==> src/rtl/multdiv_pkg.sv <==
// Shared definitions for the sequential multiply/divide units:
// FSM state encoding and the iteration-counter width helper.
package multdiv_pkg;

    typedef enum logic [1:0] {
        IDLE = 2'b00,
        CALC = 2'b01,
        DONE = 2'b10
    } state_t;

    // Counter must hold the value WIDTH itself.
    function automatic int cnt_width(input int w);
        return $clog2(w + 1);
    endfunction

endpackage

==> src/rtl/seq_mult_ctrl.sv <==
// Control for seq_mult: FSM, iteration counter, ready/done,
// and the load/step/finish strobes that steer the datapath.
module seq_mult_ctrl
    import multdiv_pkg::*;
#(
    parameter int WIDTH = 32
) (
    input  logic clock,
    input  logic reset,
    input  logic start,
    output logic ready,
    output logic done,
    output logic load,
    output logic step,
    output logic finish
);

    localparam int CW = cnt_width(WIDTH);

    state_t          state;
    state_t          state_nx;
    logic [CW-1:0]   cnt;

    // State register.
    always_ff @(posedge clock or posedge reset) begin
        if (reset) state <= IDLE;
        else       state <= state_nx;
    end

    // Next state and datapath strobes; one extra CALC edge with
    // cnt==0 latches the result, giving fixed WIDTH+1 latency.
    always_comb begin
        state_nx = state;
        load     = 1'b0;
        step     = 1'b0;
        finish   = 1'b0;
        unique case (state)
            IDLE, DONE: begin
                if (start) begin
                    load     = 1'b1;
                    state_nx = CALC;
                end else begin
                    state_nx = IDLE;
                end
            end
            CALC: begin
                if (cnt != '0) begin
                    step = 1'b1;
                end else begin
                    finish   = 1'b1;
                    state_nx = DONE;
                end
            end
            default: state_nx = IDLE;
        endcase
    end

    // Iteration counter: loaded on accept, counts down per step.
    always_ff @(posedge clock or posedge reset) begin
        if (reset)     cnt <= '0;
        else if (load) cnt <= CW'(WIDTH);
        else if (step) cnt <= cnt - CW'(1);
    end

    assign ready = (state == IDLE) || (state == DONE);
    assign done  = (state == DONE);

endmodule

==> src/rtl/seq_mult.sv <==
// Radix-2 sequential shift-add multiplier, WIDTH+1 cycle latency.
// Optional signed mode enabled by defining SEQ_MULT_SIGNED_EN.
module seq_mult
    import multdiv_pkg::*;
#(
    parameter int WIDTH = 32
) (
    input  logic             clock,
    input  logic             reset,
    input  logic             start,
    input  logic             sgn,
    input  logic [WIDTH-1:0] a,
    input  logic [WIDTH-1:0] b,
    output logic             ready,
    output logic             done,
    output logic [WIDTH-1:0] product,
    output logic             ovf
);

    localparam int W2 = 2 * WIDTH;

    logic             load;
    logic             step;
    logic             finish;
    logic [W2-1:0]    mcand;
    logic [WIDTH-1:0] mplier;
    logic [W2-1:0]    acc;
    logic [WIDTH-1:0] mag_a;
    logic [WIDTH-1:0] mag_b;
    logic [W2-1:0]    res;
    logic             ovf_c;

    seq_mult_ctrl #(.WIDTH(WIDTH)) u_ctrl (
        .clock  (clock),
        .reset  (reset),
        .start  (start),
        .ready  (ready),
        .done   (done),
        .load   (load),
        .step   (step),
        .finish (finish)
    );

`ifdef SEQ_MULT_SIGNED_EN
    logic neg;
    logic sgn_q;

    // Operand magnitudes; result sign restored when entering DONE.
    always_comb begin
        mag_a = (sgn && a[WIDTH-1]) ? -a : a;
        mag_b = (sgn && b[WIDTH-1]) ? -b : b;
        res   = neg ? -acc : acc;
        if (sgn_q)
            ovf_c = res[W2-1:WIDTH] != {WIDTH{res[WIDTH-1]}};
        else
            ovf_c = |res[W2-1:WIDTH];
    end

    // Sign bookkeeping captured with the operands.
    always_ff @(posedge clock or posedge reset) begin
        if (reset) begin
            neg   <= 1'b0;
            sgn_q <= 1'b0;
        end else if (load) begin
            neg   <= sgn && (a[WIDTH-1] ^ b[WIDTH-1]);
            sgn_q <= sgn;
        end
    end
`else
    logic unused_sgn;
    assign unused_sgn = sgn;

    // Unsigned only: operands pass straight through.
    always_comb begin
        mag_a = a;
        mag_b = b;
        res   = acc;
        ovf_c = |acc[W2-1:WIDTH];
    end
`endif

    // Shift-add datapath: one multiplier bit consumed per step.
    always_ff @(posedge clock or posedge reset) begin
        if (reset) begin
            mcand  <= '0;
            mplier <= '0;
            acc    <= '0;
        end else if (load) begin
            mcand  <= {{WIDTH{1'b0}}, mag_a};
            mplier <= mag_b;
            acc    <= '0;
        end else if (step) begin
            acc    <= acc + (mplier[0] ? mcand : '0);
            mcand  <= mcand << 1;
            mplier <= mplier >> 1;
        end
    end

    // Result registers, updated only on entry to DONE.
    always_ff @(posedge clock or posedge reset) begin
        if (reset) begin
            product <= '0;
            ovf     <= 1'b0;
        end else if (finish) begin
            product <= res[WIDTH-1:0];
            ovf     <= ovf_c;
        end
    end

endmodule

==> config.mk <==
export PLATFORM = sky130hd
export DESIGN_NAME = seq_mult
export DESIGN_NICKNAME = d
export VERILOG_FILES = /design/src/rtl/multdiv_pkg.sv /design/src/rtl/seq_mult_ctrl.sv /design/src/rtl/seq_mult.sv
export SDC_FILE = /design/constraint.sdc
export NUM_CORES = 1
export LEC_CHECK = 0
export ABC_AREA = 1
export BUFFER_PORTS_ARGS = -buffer_cell sky130_fd_sc_hd__buf_2
export CORE_MARGIN = 1
export CORE_UTILIZATION = 35
export DETAILED_ROUTE_END_ITERATION = 8
export GPL_ROUTABILITY_DRIVEN = 0
export PLACE_DENSITY = 0.48
export SLEW_MARGIN = 15
export SYNTH_ARGS = -nofsm -noshare
export SYNTH_HDL_FRONTEND = slang
export SYNTH_SLANG_ARGS = --single-unit
==> constraint.sdc <==
create_clock -name clock -period 18.59 [get_ports clock]
set_input_delay 1.859 -clock clock [delete_from_list [all_inputs] [get_ports clock]]
set_output_delay 1.859 -clock clock [all_outputs]
set_load 0.1 [all_outputs]
Word-level counts from Yosys, hierarchy flattened
Cells that the tools add are included.
{"block": "word_totals", "in_bits": 68, "rom_bits": 0, "output_inout_bits": 35, "register_bits": 201, "mem_count": 0, "latchBits": 0, "ram_bits": 0}
{"block": "op_classes", "shifts": 0, "div": 0, "n_mul": 0, "mux": 18, "n_addsub": 2, "bitwise": 0, "eq_ne": 3, "magnitude_cmp": 0, "reduce_logical": 6}
{"operator": "$mux W64", "count": 5}
{"operator": "$add A64 B64 Y64", "count": 1}
{"operator": "$mux W32", "count": 2}
{"operator": "$reduce_or A32 Y1", "count": 1}
{"operator": "$mux W6", "count": 2}
{"operator": "$mux W1", "count": 7}
{"operator": "$reduce_bool A6 Y1", "count": 1}
{"operator": "$sub A6 B1 Y6 const B", "count": 1}
{"operator": "$pmux W2 S2", "count": 1}
{"operator": "$eq A2 B1 Y1 const B", "count": 1}
{"operator": "$eq A2 B2 Y1 const B", "count": 1}
{"operator": "$logic_not A2 Y1", "count": 1}
{"operator": "$mux W2", "count": 1}
{"operator": "$ne A2 B2 Y1 const B", "count": 1}
{"operator": "$reduce_bool A2 Y1", "count": 1}
{"operator": "$reduce_or A2 Y1", "count": 1}
{"operator": "$logic_or A1 B1 Y1", "count": 1}

Longest topological paths before layout
Gate-level depths: netlist of the first run.
{"block": "logic_depth", "depth_word": 5, "depth_mapped": 20, "depth_no_buf": 18}

By module
A second synthesis of the first run with hierarchy kept.
{"block": "hier_totals", "cells_unflattened": 2192, "hier_area_um2": 14259.9}
{"module": "seq_mult", "cells_each": 2134, "instances": 1, "seq_area_each_um2": 4829.6, "area_each_um2": 13770.7}
{"module": "seq_mult_ctrl", "cells_each": 58, "instances": 1, "seq_area_each_um2": 200.2, "area_each_um2": 489.2}

Worst setup path before layout of the first run
No wires, ideal clock.
{"block": "synth_path", "path_type": "reg2out", "from": "reg u_ctrl.state[0]", "to": "out done", "arrival_time_ns": 1.624, "stages_incl_launch_ff": 2, "path_buffers": 0, "setup_slack_ns": 15.107, "path_cell_list": "dfrtp_1 nor2_1"}
{"block": "synth_via", "elab_chain_cells": 1}
{"item": "from (decl)", "line_no": "seq_mult_ctrl.sv:20", "text": "state_t state;"}
{"item": "from (signal assigned)", "line_no": "seq_mult_ctrl.sv:27", "text": "else state <= state_nx;"}
{"item": "$eq A2 B2 Y1", "line_no": "seq_mult_ctrl.sv:66", "text": "assign done = (state == DONE);"}
{"item": "to (decl)", "line_no": "seq_mult.sv:15", "text": "output logic done,"}
No other way between the ends.

Worst setup path after layout of the first run
{"block": "layout_path", "from": "reg u_ctrl.state[0]", "to": "out ready"}
{"block": "layout_via", "elab_chain_cells": 2, "word_cells_on_any_way": 3}
{"item": "$eq A2 B2 Y1 or $logic_not A2 Y1 (tied branches)", "line_no": "seq_mult_ctrl.sv:65", "text": "assign ready = (state == IDLE) || (state == DONE);"}
{"item": "$logic_or A1 B1 Y1 *", "line_no": "seq_mult_ctrl.sv:65"}
{"item": "to (decl)", "line_no": "seq_mult.sv:14", "text": "output logic ready,"}
Mark *: on every way between the ends. The rest lies on a longest branch, timed or not.

==> run metrics, run 1 <==
final-stage net count roughly 2500; final period utilization between 15 and 20%; Skew-Pair Late Insertion Delay approximately 0.55 ns; cts hold-fix bufs 0; r2r setup slk between 15 and 20 ns; maximum clock rate just over 0.3 GHz; # port buffers ~100; number of remaining DRC errors 0; Slew Limit Fails 0; largest family of logic cells by synthesized area simple AND/OR/NAND/NOR gates; critical path required time about 17 ns; Synth-to-Final Area Change 12.7%; post-synth top area share a little over a third; ys async rst share 100%; Die Height about 200 um; area occupied by multi-input gates around 7200 sq um; Rows 73; DR pass1 iterations 6; cell depth of the worst min-delay path 2; multiplexer share of the synthesized area 0%; H-tree levels 1; largest net degree at the start of global routing 75; Pleak roughly 9.7 nW; setup TNS 0 ns; startpoint types flop; worst-margin pin slew around 0.9 ns; number of diodes 0; initial antenna violation count 1; core area between 40000 and 50000 sq um; setup violators final 0; status finished, final reports clean; crit path kind reg2out; Root Driver clkbuf_16; R2R depth 16; final hold violations 0; DIE WIDTH about 200 um; Final Critical Period between 3 and 4 ns; Clk pin slew, worst setup/hold paths roughly 0.06 ns; CTS buffer count 26; WL final approximately 42000 um; IR Drop Worst-Case VDD 0.104 mV; Distinct cells, synth 39; Netlist Area Pre-Place 14300 sq um; postcts setup bufs 0; power density over the cells 161 nW/um^2; sequential share of the synthesized area around a third; post-synthesis adder-cell area fraction 5.81%; Sink Count ~200; first-pass GRT wire length 68900 um; Setup Slack @ Placement roughly 15 ns; Synth area leaders dfrtp_1, nand2_1, inv_1; YS warnings 0; post-synthesis compound-gate area fraction 10.1%; post-synthesis area per instance 6.39 sq um; initial core utilization 35.8%; worst min path class reg2reg; simple-gate share of the synthesized area between 30% and 40%; Seq cells post-synth between 200 and 250; share of layout cells above drive strength 1 10.7%; # Max-Cap Violations 0; Post-synth top flop dfrtp_1; die area between 40000 and 50000 sq um; CTS tree yes; top cell type by total area after synthesis dfrtp_1; Final WS setup about 15 ns; FF+latch area just over 5000 sq um; Antenna Nets Post-Route 0; Fillers roughly 4400; XOR/XNOR Fraction of Synth Area less than 1%; Slew HR between 30% and 40%; Wirelength per Cell ~15 um; Synthesized Nets about 2400; CP arrival roughly 1.5 ns; Post-DP Area between 15000 and 20000 sq um; CP Max Fanout 3; skew final 0.0199 ns; vias in the first global route approximately 13000; total track usage between 20% and 30%; post-cts resize count 0; unrepaired setup endpoints after global routing false; # IOs about 100; Mapped Cells between 2000 and 2500; DR vias/cell roughly 4.7; global route overflow 0; Worst Setup End Kind output pin; via count about 13000; Max Buffers Root-to-Sink 3; initial DRC count about 840; DP HPWL roughly 32000 um; post-route cell area ~16000 sq um; Post-synth EDFFs 0
-- final cells by class --
type	count	area share, %
timing repair buffer	110	3.54
tap	525	4.06
multi-input combinational	1484	44.4
clock buffer	40	4.73
inverter	504	11.7
clock inverter	6	0.379
sequential	201	31.1
-- worst paths after layout --
check / startpoint / end
worst max-delay path: u_ctrl.state[0] / ready
worst min-delay path: product[17] / product[17]
worst max register to register: mplier[0] / acc[62]
worst min register to register: product[17] / product[17]
max in group asynchronous: reset / product[0]
min in group asynchronous: reset / product[6]
-- registers in the layout, summed over array words and instances, names as in the netlist --
| register | flops |
|---|---|
| mplier | 32 |
| ovf | 1 |
| mcand | 64 |
| product | 32 |
| u_ctrl.state | 2 |
| u_ctrl.cnt | 6 |
| acc | 64 |
-- Yosys cell counts, drive strengths merged (2+ instances only) --
| cell type | number |
|---|---|
| ha | 65 |
| xnor2 | 2 |
| inv | 503 |
| a21oi | 64 |
| buf | 34 |
| a22oi | 30 |
| clkbuf | 21 |
| nor3 | 14 |
| o21bai | 2 |
| o221ai | 30 |
| nand4 | 12 |
| nor4 | 8 |
| or2 | 3 |
| nand2 | 903 |
| nand3 | 95 |
| a21boi | 2 |
| o22ai | 11 |
| xor2 | 2 |
| nor2 | 133 |
| o211ai | 6 |
| o21ai | 98 |
| dfrtp | 201 |
-- cell usage in the layout, fill, tap and decap left out, types with 40 or more instances in the layout --
cell,instances
o21ai_0,86
buf_2,101
nand2_2,40
ha_1,65
a21oi_1,63
nand3_1,86
nand2_1,862
nor2_1,113
dfrtp_1,200
inv_1,481
-- per-stage QoR --
step | utilization, % | hold slack (ns) | power [mW] | cells
floorplan | - | 0.440 | 1.77 | 2244
global placement | 38.3 | 0.458 | 2.12 | 2824
detailed placement | 38.3 | 0.468 | 2.13 | 2824
CTS | 40.3 | 0.480 | 2.64 | 2870
global route | 40.3 | 0.494 | 2.84 | 2870
finish | 40.3 | 0.477 | 2.60 | 2870
-- power breakdown --
group          internal, mW  switching, mW
Clock                 0.295          0.197
Combinational         0.375           1.00
Sequential            0.621          0.114
-- per-layer routing --
layer  wire [um]  part of all wire (%)  GRT usage [%]  vias up
met5          12                 0.028              0        -
met4         629                   1.5           3.89        2
met3        1980                   4.7           2.41       39
met2       18700                    44           33.4      232
met1       21100                    50           30.1     6186
li1            -                     -              -     6967
-- logic make-up (layout without fill, tap and decap cells) --
kind of cell,count (synthesis),count (layout)
and+or+nand+nor,1171,1171
buffers and inverters,559,660
AOI/OAI and AO/OA,243,243
DFF,201,201
adders and majority gates,66,66
xor gates and xnor gates,4,4
-- critical path: stages (launching register included) --
cell,delay (ns)
dfrtp_1,0.37
inv_1,0.10
buf_2,0.44
(Power assumes the default switching activity.)
==> run 2: changes to the inputs <==
- PLACE_DENSITY: 0.48 -> 0.5
- clock period: 18.59 -> 2.7 ns (I/O delays scaled with it)
==> run 2 against run 1 <==
  * Critical path depth grew 12
  * Count of clock-buffer cells in the layout shrank 3
  * Final area grew 6.6%
  * Sequential share of layout area shrank 1.9 points
  * Total power grew to 7.2 times the previous value
  * Clock skew grew 0.0045 ns
  * Via count grew 2.3%
  * Register-to-register slack lost 15 ns
==> run metrics, run 2 (same netlist as run 1, synthesis figures left out) <==
power density over the cells 1090 nW/um^2 (+580%); worst min path class in2reg; # Max-Cap Violations 0 (unchanged); Synth-to-Final Area Change 20.1%; sequence of cells on the critical path buf_12 > nand2_1 > inv_1 > ha_1 > or2_1 > nand3_1 > nand2_1 > nand2_1 > nand3_2 > nand2_1 > nand3_1 > nand2_1 > nand3_1 > nand2_1; biggest regs acc x64, mcand x64; worst-margin pin slew 0.809 ns (-0.105 ns); Sw Ratio 49.5% (-0.91 points); Setup Slack @ Placement 0.132 ns (-14.56 ns); Critical-path top delay cell dfrtp_2; Final Critical Period ~2.6 ns; combinational fraction of design power 53.3% (+0.4 points); Slew HR 46.1% (+7.0 points); Final WS setup 0.148 ns (-15.13 ns); max incr delay on CP 0.45 ns (about the same); # IOs 103 (unchanged); CTS tree yes; number of remaining DRC errors 0 (unchanged); most frequent cells in the layout nand2_1, inv_1, dfrtp_1, nor2_1, buf_2; final-stage net count 2533 (+2.9%); H-tree levels 1 (unchanged); hold slack 0.121 ns (-0.356 ns); DR vias/cell 4.67 (-0.24%); number of diodes 0 (unchanged); CP arrival 3.04 ns (+1.59 ns); Rows 73 (unchanged); DR pass1 iterations 5 (-1); share of layout cells above drive strength 1 12.2% (+1.5 points); setup TNS 0 ns (unchanged); Net Sw Power 9.30 mW (+610%); die area 41800 sq um (unchanged); Die Height 204 um (unchanged); crit path kind reg2reg; critical path required time 3.19 ns (-13.54 ns); Clk pin slew, worst setup/hold paths 0.06 ns (about the same); vias in the first global route 13747 (+5.4%); global route overflow 0 (unchanged); cell mode on critical path nand2_1; # port buffers 101 (unchanged); CTS buffer count 26 (unchanged); CP Max Fanout 28 (+25); unrepaired setup endpoints after global routing true; total track usage 21.1% (+0.31 points); DIE WIDTH 204 um (unchanged); core area 40100 sq um (unchanged); Wirelength per Cell 14.5 um (-1.6%); initial core utilization 35.8% (unchanged); WL final 42800 um (+0.90%); Max Buffers Root-to-Sink 3 (unchanged); startpoint types flop; Root Driver clkbuf_16; initial DRC count 902 (+7.9%); Sink Count 201 (unchanged); commonest non-fill, non-tap cell in the layout nand2_1; initial antenna violation count 1 (unchanged); Slew Limit Fails 0 (unchanged); status finished, final reports clean; Skew-Pair Late Insertion Delay 0.57 ns (+0.02 ns); IR Drop Worst-Case VDD 0.909 mV (+780%); Worst Setup End Kind flop; final hold violations 0 (unchanged); final period utilization between 90 and 100%; DP HPWL 32400 um (about the same); skew final 0.0244 ns (+0.00450 ns); Pleak 10.1 nW (+4.0%); maximum clock rate 0.392 GHz; share of total power in the clock network 20.0% (+1.1 points); Pint 9.48 mW (+630%); sequential fraction of design power 26.7% (-1.5 points); via count 13734 (+2.3%); setup violators final 0 (unchanged); Antenna Nets Post-Route 0 (unchanged); first-pass GRT wire length 70300 um (+2.1%); largest net degree at the start of global routing 91 (+21%)
## run 2: power by group through the flow
| stage | registers [mW] | clock network (mW) | logic [mW] |
|---|---|---|---|
| after floorplan | 6.06 | 0 | 6.12 |
| after global placement | 5.04 | 0 | 9.74 |
| after detailed placement | 5.06 | 0 | 9.79 |
| after CTS | 5.02 | 3.88 | 9.92 |
| after global routing | 5.19 | 4.00 | 11.2 |
| final | 5.02 | 3.75 | 10.0 |
## run 2: metal layers
metal	routed length, um	up-vias	GRT usage, %	share of wire (%)
li1	-	7116	-	-
met5	0	-	0	0
met3	1940	56	2.55	4.5
met1	21200	6278	29.7	49
met4	1080	0	5.36	2.5
met2	18600	284	34.2	44
## run 2: metrics by stage
step | std cells | utilization, % | total power, mW | cell area (sq um)
4_1_cts | 2943 | 42.6 | 18.8 | 17100
3_5_place_dp | 2831 | 38.7 | 14.8 | 15500
6_report | 2943 | 43.0 | 18.8 | 17200
2_1_floorplan | 2244 | - | 12.2 | 14400
5_1_grt | 2943 | 43.0 | 20.4 | 17200
3_3_place_gp | 2831 | 38.7 | 14.8 | 15500
## run 2: timing repair
item	in CTS	in global routing
hold buffers	65	0
setup buffers	0	0
gates resized for setup	0	39
hold endpoints to repair	78	0
setup endpoints to repair	0	22
## run 2: cell type report
| class | count | area (sq um) |
|---|---|---|
| Inverter | 504 | 1900 |
| Tap cell | 525 | 657 |
| Sequential cell | 201 | 5030 |
| Fill cell | 4284 | 22900 |
| Multi-Input combinational cell | 1484 | 7330 |
| Timing Repair Buffer | 182 | 1390 |
| Clock buffer | 37 | 752 |
| Clock inverter | 10 | 180 |
## run 2: worst paths after layout
path | from | end | slack, ns | depth (start not counted)
worst max-delay path | mplier[0] | acc[53] | 0.15 | 14
worst min-delay path | start | u_ctrl.cnt[5] | 0.12 | 3
worst max register to register | mplier[0] | acc[53] | 0.15 | 14
worst min register to register | u_ctrl.cnt[0] | u_ctrl.cnt[0] | 0.47 | 1
max in group asynchronous | reset | acc[43] | 1.59 | 4
min in group asynchronous | reset | acc[4] | 0.30 | 3
## run 2: critical path, delay by kind of cell (launching register included)
kind,cells,cell delay [ns]
fa+ha+maj,1,0.34
buf+inv,2,0.21
flops,1,0.45
simple gates,11,1.46
==> run 3: changes to the inputs <==
- PLACE_DENSITY: 0.5 -> 0.48
- clock period: 2.7 -> 2.55 ns (I/O delays scaled with it)
==> run 3 against run 2 <==
  * Via count is 1.2% higher
  * Hold slack better by 0.010 ns
  * Register-to-register slack worse by 0.06 ns
  * Maximum frequency is 3.5% higher
  * Count of clock-buffer cells in the layout is 2 higher
  * Total power is 10% higher
  * Flip-flop and latch count stayed put
  * Largest power group unchanged
  * Die area stayed put
  * Non-clock buffer count is 27 higher
  * Largest cell class unchanged
==> run metrics, run 3 (same netlist as run 1, synthesis figures left out) <==
status finished, final reports clean; initial DRC count 1003 (+11%); unrepaired setup endpoints after global routing true; Post-DP Area 15700 sq um (+1.1%); R2R depth 15 (+1); first-pass GRT wire length 70600 um (+0.34%); number of diodes 0 (unchanged); CP Max Fanout 35 (+25%); power density over the cells 1150 nW/um^2 (+5.8%); Util after Layout 44.8% (+1.9 points); initial antenna violation count 0 (-1); combinational fraction of design power 55.2% (+1.9 points); Net Sw Power 10.1 mW (+9.0%); DP HPWL 33100 um (+2.3%); Antenna Nets Post-Route 0 (unchanged); Slew HR 50.3% (+4.2 points); Pleak 10.3 nW (+1.8%); r2r endpoint acc[62]; CP Launch Point mplier[0]; area occupied by multi-input gates 7920 sq um (+8.0%); Wirelength per Cell 14.6 um (+0.54%); Synth-to-Final Area Change 25.3%; via count 13898 (+1.2%); Fillers 4306 (+0.51%); sequential fraction of design power 25.9% (-0.8 points); most frequent cells in the layout nand2_1, inv_1, dfrtp_1, buf_2, nor2_1; DR pass1 iterations 5 (unchanged); die area 41800 sq um (unchanged); final-stage net count 2559 (+1.0%); # IOs 103 (unchanged); share of total power in the clock network 18.9% (-1.1 points); initial core utilization 35.8% (unchanged); Root Driver clkbuf_16; worst-margin pin slew 0.744 ns (-0.0645 ns); post-route cell area 18000 sq um (+4.3%); r2r startpoint mplier[0]; CTS tree yes; DR vias/cell 4.68 (+0.31%); Skew-Pair Late Insertion Delay 0.56 ns (about the same); DIE WIDTH 204 um (unchanged); WL final 43400 um (+1.4%); Die Height 204 um (unchanged); total track usage 21.3% (+0.15 points); Worst Setup End Kind flop; r2r setup slk 0.09 ns (-0.06 ns); Final Critical Period 2.46 ns (-0.0872 ns); share of layout cells above drive strength 1 16.9% (+4.8 points); critical path required time 3.00 ns (-0.19 ns); core area 40100 sq um (unchanged); H-tree levels 1 (unchanged); maximum clock rate 0.406 GHz (+3.5%); Rows 73 (unchanged); crit path kind reg2reg; Sw Ratio 48.9% (-0.63 points); startpoint types flop; Hold Path Sink u_ctrl.cnt[5]; global route overflow 0 (unchanged); final period utilization 96.7% (+2.1 points); cell depth of the worst min-delay path 3 (unchanged); biggest regs acc x64, mcand x64; CTS buffer count 25 (-3.8%); hold_sp start; FF+latch area 5030 sq um (unchanged); setup violators final 0 (unchanged); Final WS setup 0.0853 ns (-0.0628 ns); Clk pin slew, worst setup/hold paths 0.07 ns (about the same); Slew Limit Fails 0 (unchanged); commonest non-fill, non-tap cell in the layout nand2_1; number of remaining DRC errors 0 (unchanged); Sink Count 201 (unchanged); IR Drop Worst-Case VDD 0.969 mV (+6.6%); # port buffers 101 (unchanged); Pint 10.6 mW (+12%); vias in the first global route 13698 (-0.36%); # Max-Cap Violations 0 (unchanged); setup TNS 0 ns (unchanged); skew final 0.0186 ns (-0.00580 ns); worst min path class in2reg; CP arrival 2.91 ns (-0.13 ns); largest net degree at the start of global routing 67 (-26%); Setup Slack @ Placement 0.00348 ns (-0.129 ns); final hold violations 0 (unchanged); Max Buffers Root-to-Sink 3 (unchanged)
-- run 3: cell types whose count changed in the layout (fill, tap and decap cells not counted), moves of 9 or more --
cell     delta
nand2_1    -32
nand2_4     +9
buf_4      +28
ha_4       +17
a21oi_1    -13
a21oi_2    +13
ha_1       -35
nand2_2    +23
ha_2       +18
nor2_1     -12
nor2_4      +9
-- run 3: timing repair --
item,in CTS,in global routing
gates resized for setup,1,174
hold endpoints to repair,82,0
pin swaps,0,7
endpoints found under the setup margin,2,45
setup buffers,0,3
hold buffers,65,0
-- run 3: final cells by class --
cell class	instances	share of cell area [%]
sequential	201	28.0
multi-input combinational	1484	44.0
inverter	504	10.5
clock inverter	7	0.974
timing repair buffer	209	8.78
tap	525	3.65
clock buffer	39	4.05
-- run 3: layer usage --
layer  up-vias  share of wire [%]  GRT usage, %
met5         -                  0             0
met4         0                2.7          6.21
met3        56                3.9          2.38
met2       248                 43          33.2
met1      6421                 50          30.7
li1       7173                  -             -
-- run 3: worst max path at each step --
stage,slack [ns],cells past startpoint,endpoint
after CTS,0.004,17,acc[51]
after global placement,0.02,16,acc[44]
final,0.09,15,acc[62]
after global routing,-0.07,14,acc[55]
after floorplan,-0.31,1,acc[0]
after detailed placement,0.003,15,acc[51]
-- run 3: per-stage QoR --
stage / power (mW) / cells / hold WS, ns
floorplan: 12.9 / 2244 / 0.376
global placement: 15.8 / 2855 / 0.424
detailed placement: 15.9 / 2855 / 0.424
CTS: 20.0 / 2966 / 0.0936
global route: 22.5 / 2969 / 0.153
finish: 20.7 / 2969 / 0.132
-- run 3: critical path, cell delays in order, from the launching register on --
cell and delay (ns):
dfrtp_2 0.44, buf_12 0.19, nand2_1 0.09, inv_1 0.05, ha_2 0.37, nand2_2 0.10
nor2_2 0.18, inv_1 0.11, nor2_2 0.14, nand2_1 0.12, nor4_2 0.16, nand2_1 0.14
nand2_1 0.09, nand2_1 0.05, nand3_1 0.06, nand2_1 0.05
-- run 3: power by group through the flow --
stage          Clock (mW)  Combinational, mW  Sequential, mW
2_1_floorplan           0               6.48            6.42
3_3_place_gp            0               10.5            5.34
3_5_place_dp            0               10.5            5.35
4_1_cts              4.05               10.7            5.32
5_1_grt              4.15               12.8            5.55
6_report             3.92               11.4            5.38
